==> src/rtl/snake_body_ctrl.sv <==
// Snake body controller: owns the segment list, paces moves with a tick divider,
// applies steering and growth, detects wall/self collisions and answers cell queries.
module snake_body_ctrl #(
  parameter int TICK_DIV = 12500000,
  parameter int MAX_LEN  = 16,
  parameter int INIT_LEN = 3,
  parameter int X_MAX    = 38,
  parameter int Y_MAX    = 28
) (
  input  logic       clk_50MHz,
  input  logic       rst,
  input  logic       key_up,
  input  logic       key_down,
  input  logic       key_left,
  input  logic       key_right,
  input  logic       key_start,
  input  logic       eat_,
  output logic [5:0] head_x,
  output logic [5:0] head_y,
  output logic [1:0] mode,
  output logic [4:0] snake_len,
  input  logic [5:0] query_x,
  input  logic [5:0] query_y,
  output logic       is_body,
  output logic       is_head
);

  localparam int CW = (TICK_DIV > 1) ? $clog2(TICK_DIV) : 1;

  typedef enum logic [1:0] {M_READY = 2'd0, M_PLAY = 2'd1, M_DEAD = 2'd2} mode_t;
  typedef enum logic [1:0] {D_UP, D_DOWN, D_LEFT, D_RIGHT} dir_t;

  mode_t          state;
  dir_t           dir, pending_dir, key_dir;
  logic [5:0]     seg_x [MAX_LEN];
  logic [5:0]     seg_y [MAX_LEN];
  logic [CW-1:0]  cnt;
  logic           grow_pending, key_start_q;
  logic           start_edge, do_init, tick, grow;
  logic           wall_hit, self_hit, body_hit;
  logic [5:0]     next_x, next_y;

  assign head_x     = seg_x[0];
  assign head_y     = seg_y[0];
  assign mode       = state;
  assign start_edge = key_start & ~key_start_q;
  assign do_init    = rst | ((state == M_DEAD) & start_edge);
  assign tick       = (state == M_PLAY) && (cnt == CW'(TICK_DIV - 1));
  assign grow       = grow_pending | eat_;

  // Reverse keys are skipped so the next key in priority order can still win.
  always_comb begin
    // NOTE: every always_comb output gets a default first so no latch is inferred.
    key_dir = pending_dir;
    if (key_up && dir != D_DOWN)           key_dir = D_UP;
    else if (key_down && dir != D_UP)      key_dir = D_DOWN;
    else if (key_left && dir != D_RIGHT)   key_dir = D_LEFT;
    else if (key_right && dir != D_LEFT)   key_dir = D_RIGHT;
  end

  always_comb begin
    next_x = seg_x[0];
    next_y = seg_y[0];
    unique case (pending_dir)
      D_UP:    next_y = seg_y[0] - 6'd1;
      D_DOWN:  next_y = seg_y[0] + 6'd1;
      D_LEFT:  next_x = seg_x[0] - 6'd1;
      default: next_x = seg_x[0] + 6'd1;
    endcase
  end

  assign wall_hit = (next_x == 6'd0) || (next_x > 6'(X_MAX)) ||
                    (next_y == 6'd0) || (next_y > 6'(Y_MAX));

  // The tail cell only blocks the head when the snake is about to grow.
  always_comb begin
    self_hit = 1'b0;
    body_hit = 1'b0;
    for (int i = 0; i < MAX_LEN; i++) begin
      if (seg_x[i] == next_x && seg_y[i] == next_y &&
          (i < int'(snake_len) - 1 || (i == int'(snake_len) - 1 && grow)))
        self_hit = 1'b1;
      if (i < int'(snake_len) && seg_x[i] == query_x && seg_y[i] == query_y)
        body_hit = 1'b1;
    end
  end

  always_ff @(posedge clk_50MHz) begin
    if (do_init) begin
      state        <= M_READY;
      snake_len    <= 5'(INIT_LEN);
      dir          <= D_RIGHT;
      pending_dir  <= D_RIGHT;
      grow_pending <= 1'b0;
      cnt          <= '0;
      is_body      <= 1'b0;
      is_head      <= 1'b0;
      key_start_q  <= rst ? 1'b0 : key_start;
      // NOTE: the segment array is flops, not RAM, so restart can reload it in one edge.
      for (int i = 0; i < MAX_LEN; i++) begin
        seg_x[i] <= 6'(10 - i);
        seg_y[i] <= 6'd15;
      end
    end else begin
      key_start_q <= key_start;
      is_body     <= body_hit;
      is_head     <= (seg_x[0] == query_x) && (seg_y[0] == query_y);
      unique case (state)
        M_READY: begin
          if (start_edge) begin
            state <= M_PLAY;
            cnt   <= '0;
          end
        end
        M_PLAY: begin
          cnt         <= tick ? '0 : cnt + CW'(1);
          pending_dir <= key_dir;
          if (tick) begin
            if (wall_hit || self_hit) begin
              state <= M_DEAD;
            end else begin
              for (int i = 1; i < MAX_LEN; i++) begin
                seg_x[i] <= seg_x[i-1];
                seg_y[i] <= seg_y[i-1];
              end
              seg_x[0]     <= next_x;
              seg_y[0]     <= next_y;
              dir          <= pending_dir;
              grow_pending <= 1'b0;
              if (grow && snake_len < 5'(MAX_LEN))
                snake_len <= snake_len + 5'd1;
            end
          end else if (eat_) begin
            grow_pending <= 1'b1;
          end
        end
        default: ;
      endcase
    end
  end

endmodule

==> config.mk <==
export PLATFORM = sky130hd
export DESIGN_NAME = snake_body_ctrl
export DESIGN_NICKNAME = d
export VERILOG_FILES = /design/src/rtl/snake_body_ctrl.sv
export SDC_FILE = /design/constraint.sdc
export NUM_CORES = 1
export LEC_CHECK = 0
export ABC_CLOCK_PERIOD_IN_PS = 8300
export BUFFER_PORTS_ARGS = -buffer_cell sky130_fd_sc_hd__buf_2
export CORE_UTILIZATION = 64
export CTS_CLUSTER_DIAMETER = 50
export DETAILED_ROUTE_END_ITERATION = 10
export PLACE_DENSITY = 0.91
export SLEW_MARGIN = 25
export SYNTH_ARGS = -nofsm -noshare
export SYNTH_HDL_FRONTEND = slang
export SYNTH_SLANG_ARGS = --single-unit
==> constraint.sdc <==
create_clock -name clk_50MHz -period 8.3 [get_ports clk_50MHz]
set_input_delay 2.075 -clock clk_50MHz [delete_from_list [all_inputs] [get_ports clk_50MHz]]
set_output_delay 2.075 -clock clk_50MHz [all_outputs]
set_load 0.01 [all_outputs]
==> flow_summary.ini <==
[outcome]
outcome = complete, no violations

[drt]
vias = 14300
dr.pass1.iters = 8
wl_per_cell_um = 27.3
drc = 0
ant_nets = 0
drt_wl_total_mm = 55.6
drt-initial-drc-count = 2436
viasPerCell = 7.01

[timing]
layout_worst_path_cycle_share = 0.777
hold_viol = 0
tightest_slew_ns = 1.07
relSlewSlack = 0.276
layout_min_cycle_time_ns = 6.45
setup_viol = 0
setup_tns_ns = 0
rsz0062_at_grt = false
skew_ns = 0.0171
fmax_ghz = 0.155
whs_ns = 0.490
drv_slew = 0

[setup_path]
startpoint = eat_
r2r_setup_slack_ns = 1.91
worst-r2r-cell-count = 15
crit_path_max_fanout = 45
cp-endpoint = seg_x[0][8]$_SDFFCE_PN0P_
path_buf_inv = 2
critPathCaptureType = register
path_depth = 12
cp_slowest_cell = nand2b_4
criticalPathCategory = in2reg
cp_top_family = simple AND/OR/NAND/NOR gates
path_cells = buf_2 > o21ai_0 > nand2b_1 > maj3_1 > nor3_1 > a2111o_1 > o32ai_1 > a311oi_1 > o2111ai_2 > nor3_4 > nand2b_4 > buf_4
arrival_ns = 6.64
slowest_delay_ns = 0.72
critPathLaunchType = input port
worstReg2RegStart = pending_dir[0]$_SDFFE_PP1P_
r2r-end = seg_x[0][8]$_SDFFCE_PN0P_
required_ns = 8.50

[grt]
grt_pass1_wl_mm = 82.4
grt_max_degree = 110
first_global_vias = 13100
antenna_found_initial = 1
track_usage = 0.424
grt_overflow = 0

[floorplan]
fp.dieW_um = 161
coreArea_sq_um = 24500
start_util = 0.660
io_pins = 41
die-area_sq_um = 25900
rows = 57
fp.dieH_um = 161

[placement]
dp_hpwl_mm = 39.0
place_congestion = 1.06
placed_cell_area_sq_um = 16300
io_buffers = 40

[layout]
fill_cells = 1812
fin_nets = 1724
area.growth.synth_to_final_pct = 7.19
stdcell_area_sq_um = 17400
antennaDiodeCount = 0
layout-drive-gt1-share = 0.0835
fin_util = 0.707

[power_and_ir_drop]
p_leak_uw = 0.00564
p_per_area_nw_per_um2 = 173
peakVddDrop_v = 0.000168

[synth]
ys_seq_area_frac = 0.360
ys_ff_latch = 231
yosys_warnings = 0
synth_enable_flop_cells = 120
syn_avg_cell_area_sq_um = 9.30
async_flop_share = 0
netlist_instances = 1740
syn_nets = 1772
synth_area_sq_um = 16200
synth_cell_types = 91
synth_flop_cell = edfxtp_1

[hold_path]
hp-class = reg2reg

[cts]
h-tree-depth = 1
cts_root_buffer = clkbuf_16
clockBufferDepth = 3
cts_tree = done
cts_buffers = 29
clk_latency_ns = 0.56
cts_sinks = 231
post_cts_buffers = 0
path_clk_slew_ns = 0.06
hold_buffers = 0
cts_resized = 0

[flow_run]
maxCapViolCount = 0
==> cells in the final DEF, fill, tap and decap left out, types with 7 or more instances in the layout <==
cell,instances
a211o_1,8
a211oi_1,7
a21oi_1,49
a31oi_1,14
and2_1,57
and3_1,9
buf_2,40
buf_4,24
clkbuf_16,31
dfxtp_1,110
edfxtp_1,120
ha_1,11
inv_1,24
mux2i_1,82
nand2_1,117
nand2b_1,56
nand3_1,39
nand4_1,57
nor2_1,112
nor2b_1,13
nor3_1,33
nor4_1,48
o21a_1,9
o21ai_0,48
o31ai_1,8
or3_1,10
or4_1,8
xnor2_1,270
xor2_1,122
==> metal layers <==
layer  share of wire  vias to the layer above  GRT usage
li1                -                     6046          -
met1            0.37                     6779      0.576
met2            0.41                     1200      0.610
met3            0.17                      247      0.159
met4           0.049                        2      0.164
met5         0.00025                        -          0
==> cells in the mapped netlist (all sizes together) (5+ instances only) <==
library cell / n / area share
a2111oi: 8 / 0.0043
a211o: 8 / 0.0043
a211oi: 7 / 0.0032
a21oi: 51 / 0.016
a221o: 5 / 0.0031
a31oi: 14 / 0.0054
and2: 59 / 0.023
and3: 9 / 0.0035
buf: 59 / 0.024
clkbuf: 85 / 0.020
dfxtp: 111 / 0.14
edfxtp: 120 / 0.22
ha: 11 / 0.0085
inv: 24 / 0.0056
mux2i: 82 / 0.051
nand2: 118 / 0.028
nand2b: 57 / 0.022
nand3: 39 / 0.012
nand3b: 6 / 0.0028
nand4: 58 / 0.023
nor2: 112 / 0.026
nor2b: 13 / 0.0050
nor3: 34 / 0.011
nor4: 50 / 0.021
o2111ai: 6 / 0.0036
o211ai: 5 / 0.0023
o21a: 9 / 0.0042
o21ai: 52 / 0.016
o22ai: 7 / 0.0031
o31ai: 8 / 0.0037
o32ai: 5 / 0.0027
o41ai: 5 / 0.0027
or3: 10 / 0.0039
or4: 9 / 0.0044
xnor2: 273 / 0.15
xnor3: 5 / 0.0070
xor2: 122 / 0.066
==> state kept, by name (all words and copies together), names as in the netlist <==
name / cells
grow_pending: 1
seg_y: 96
seg_x: 96
is_body: 1
pending_dir: 2
cnt: 24
mode: 2
key_start_q: 1
snake_len: 5
is_head: 1
dir: 2
==> power by group <==
part / internal [uW] / switching, uW / leakage, uW / total (uW)
registers: 1210 / 25.2 / 0.00193 / 1240
logic: 134 / 266 / 0.00321 / 400
clock network: 835 / 522 / 0.000493 / 1360
total: 2180 / 813 / 0.00564 / 2990
==> final cells by class <==
type                       instances  area (sq um)  share of cell area
clock buffer                      35           791              0.0456
clock inverter                    16           228              0.0131
inverter                          25          93.8             0.00541
multi-input combinational       1340          9610               0.554
sequential                       231          5830               0.336
tap                              324           405              0.0234
timing repair buffer              65           392              0.0226
==> stage by stage <==
stage | worst slack [ns] | power, uW | instances
2_1_floorplan | 0.787 | 1510 | 1740
3_3_place_gp | 1.63 | 1630 | 1985
3_5_place_dp | 1.48 | 1630 | 1985
4_1_cts | 2.04 | 2960 | 2036
5_1_grt | 1.72 | 3050 | 2036
6_report | 1.85 | 2990 | 2036
==> worst min-delay path by stage <==
stage                     depth (start not counted)  slack [ns]                        end                       from
after CTS                                         2        0.49  grow_pending$_SDFFE_PP0P_  grow_pending$_SDFFE_PP0P_
final                                             2        0.49       cnt[23]$_SDFFE_PP0P_       cnt[23]$_SDFFE_PP0P_
after floorplan                                   2        0.46  grow_pending$_SDFFE_PP0P_  grow_pending$_SDFFE_PP0P_
after global placement                            2        0.47  grow_pending$_SDFFE_PP0P_  grow_pending$_SDFFE_PP0P_
after detailed placement                          2        0.48  grow_pending$_SDFFE_PP0P_  grow_pending$_SDFFE_PP0P_
after global routing                              2        0.53       cnt[19]$_SDFFE_PP0P_       cnt[19]$_SDFFE_PP0P_
==> worst register-to-register path, stage by stage, from the launching register on <==
cell and delay, ns:
dfxtp_1 0.47, nand2b_1 0.31, xnor2_1 0.10, ha_1 0.36, or3_1 0.38, a21oi_2 0.50
xnor2_2 0.35, buf_4 0.33, and4_1 0.23, a211o_1 0.33, a311o_1 0.32, nor2_1 0.17
nand4_2 0.21, nor3_4 0.62, nand2b_4 0.72, buf_4 0.61
==> cell families after synthesis <==
group           Yosys count  synth area share
flops                   231             0.360
compound gates          236            0.0999
xor+xnor                402             0.225
other cells               1          0.000232
buf+inv                 169            0.0493
simple gates            599             0.197
mux                      89            0.0584
fa+ha+maj                13            0.0104
No activity file was read; power rests on OpenSTA's default activity.
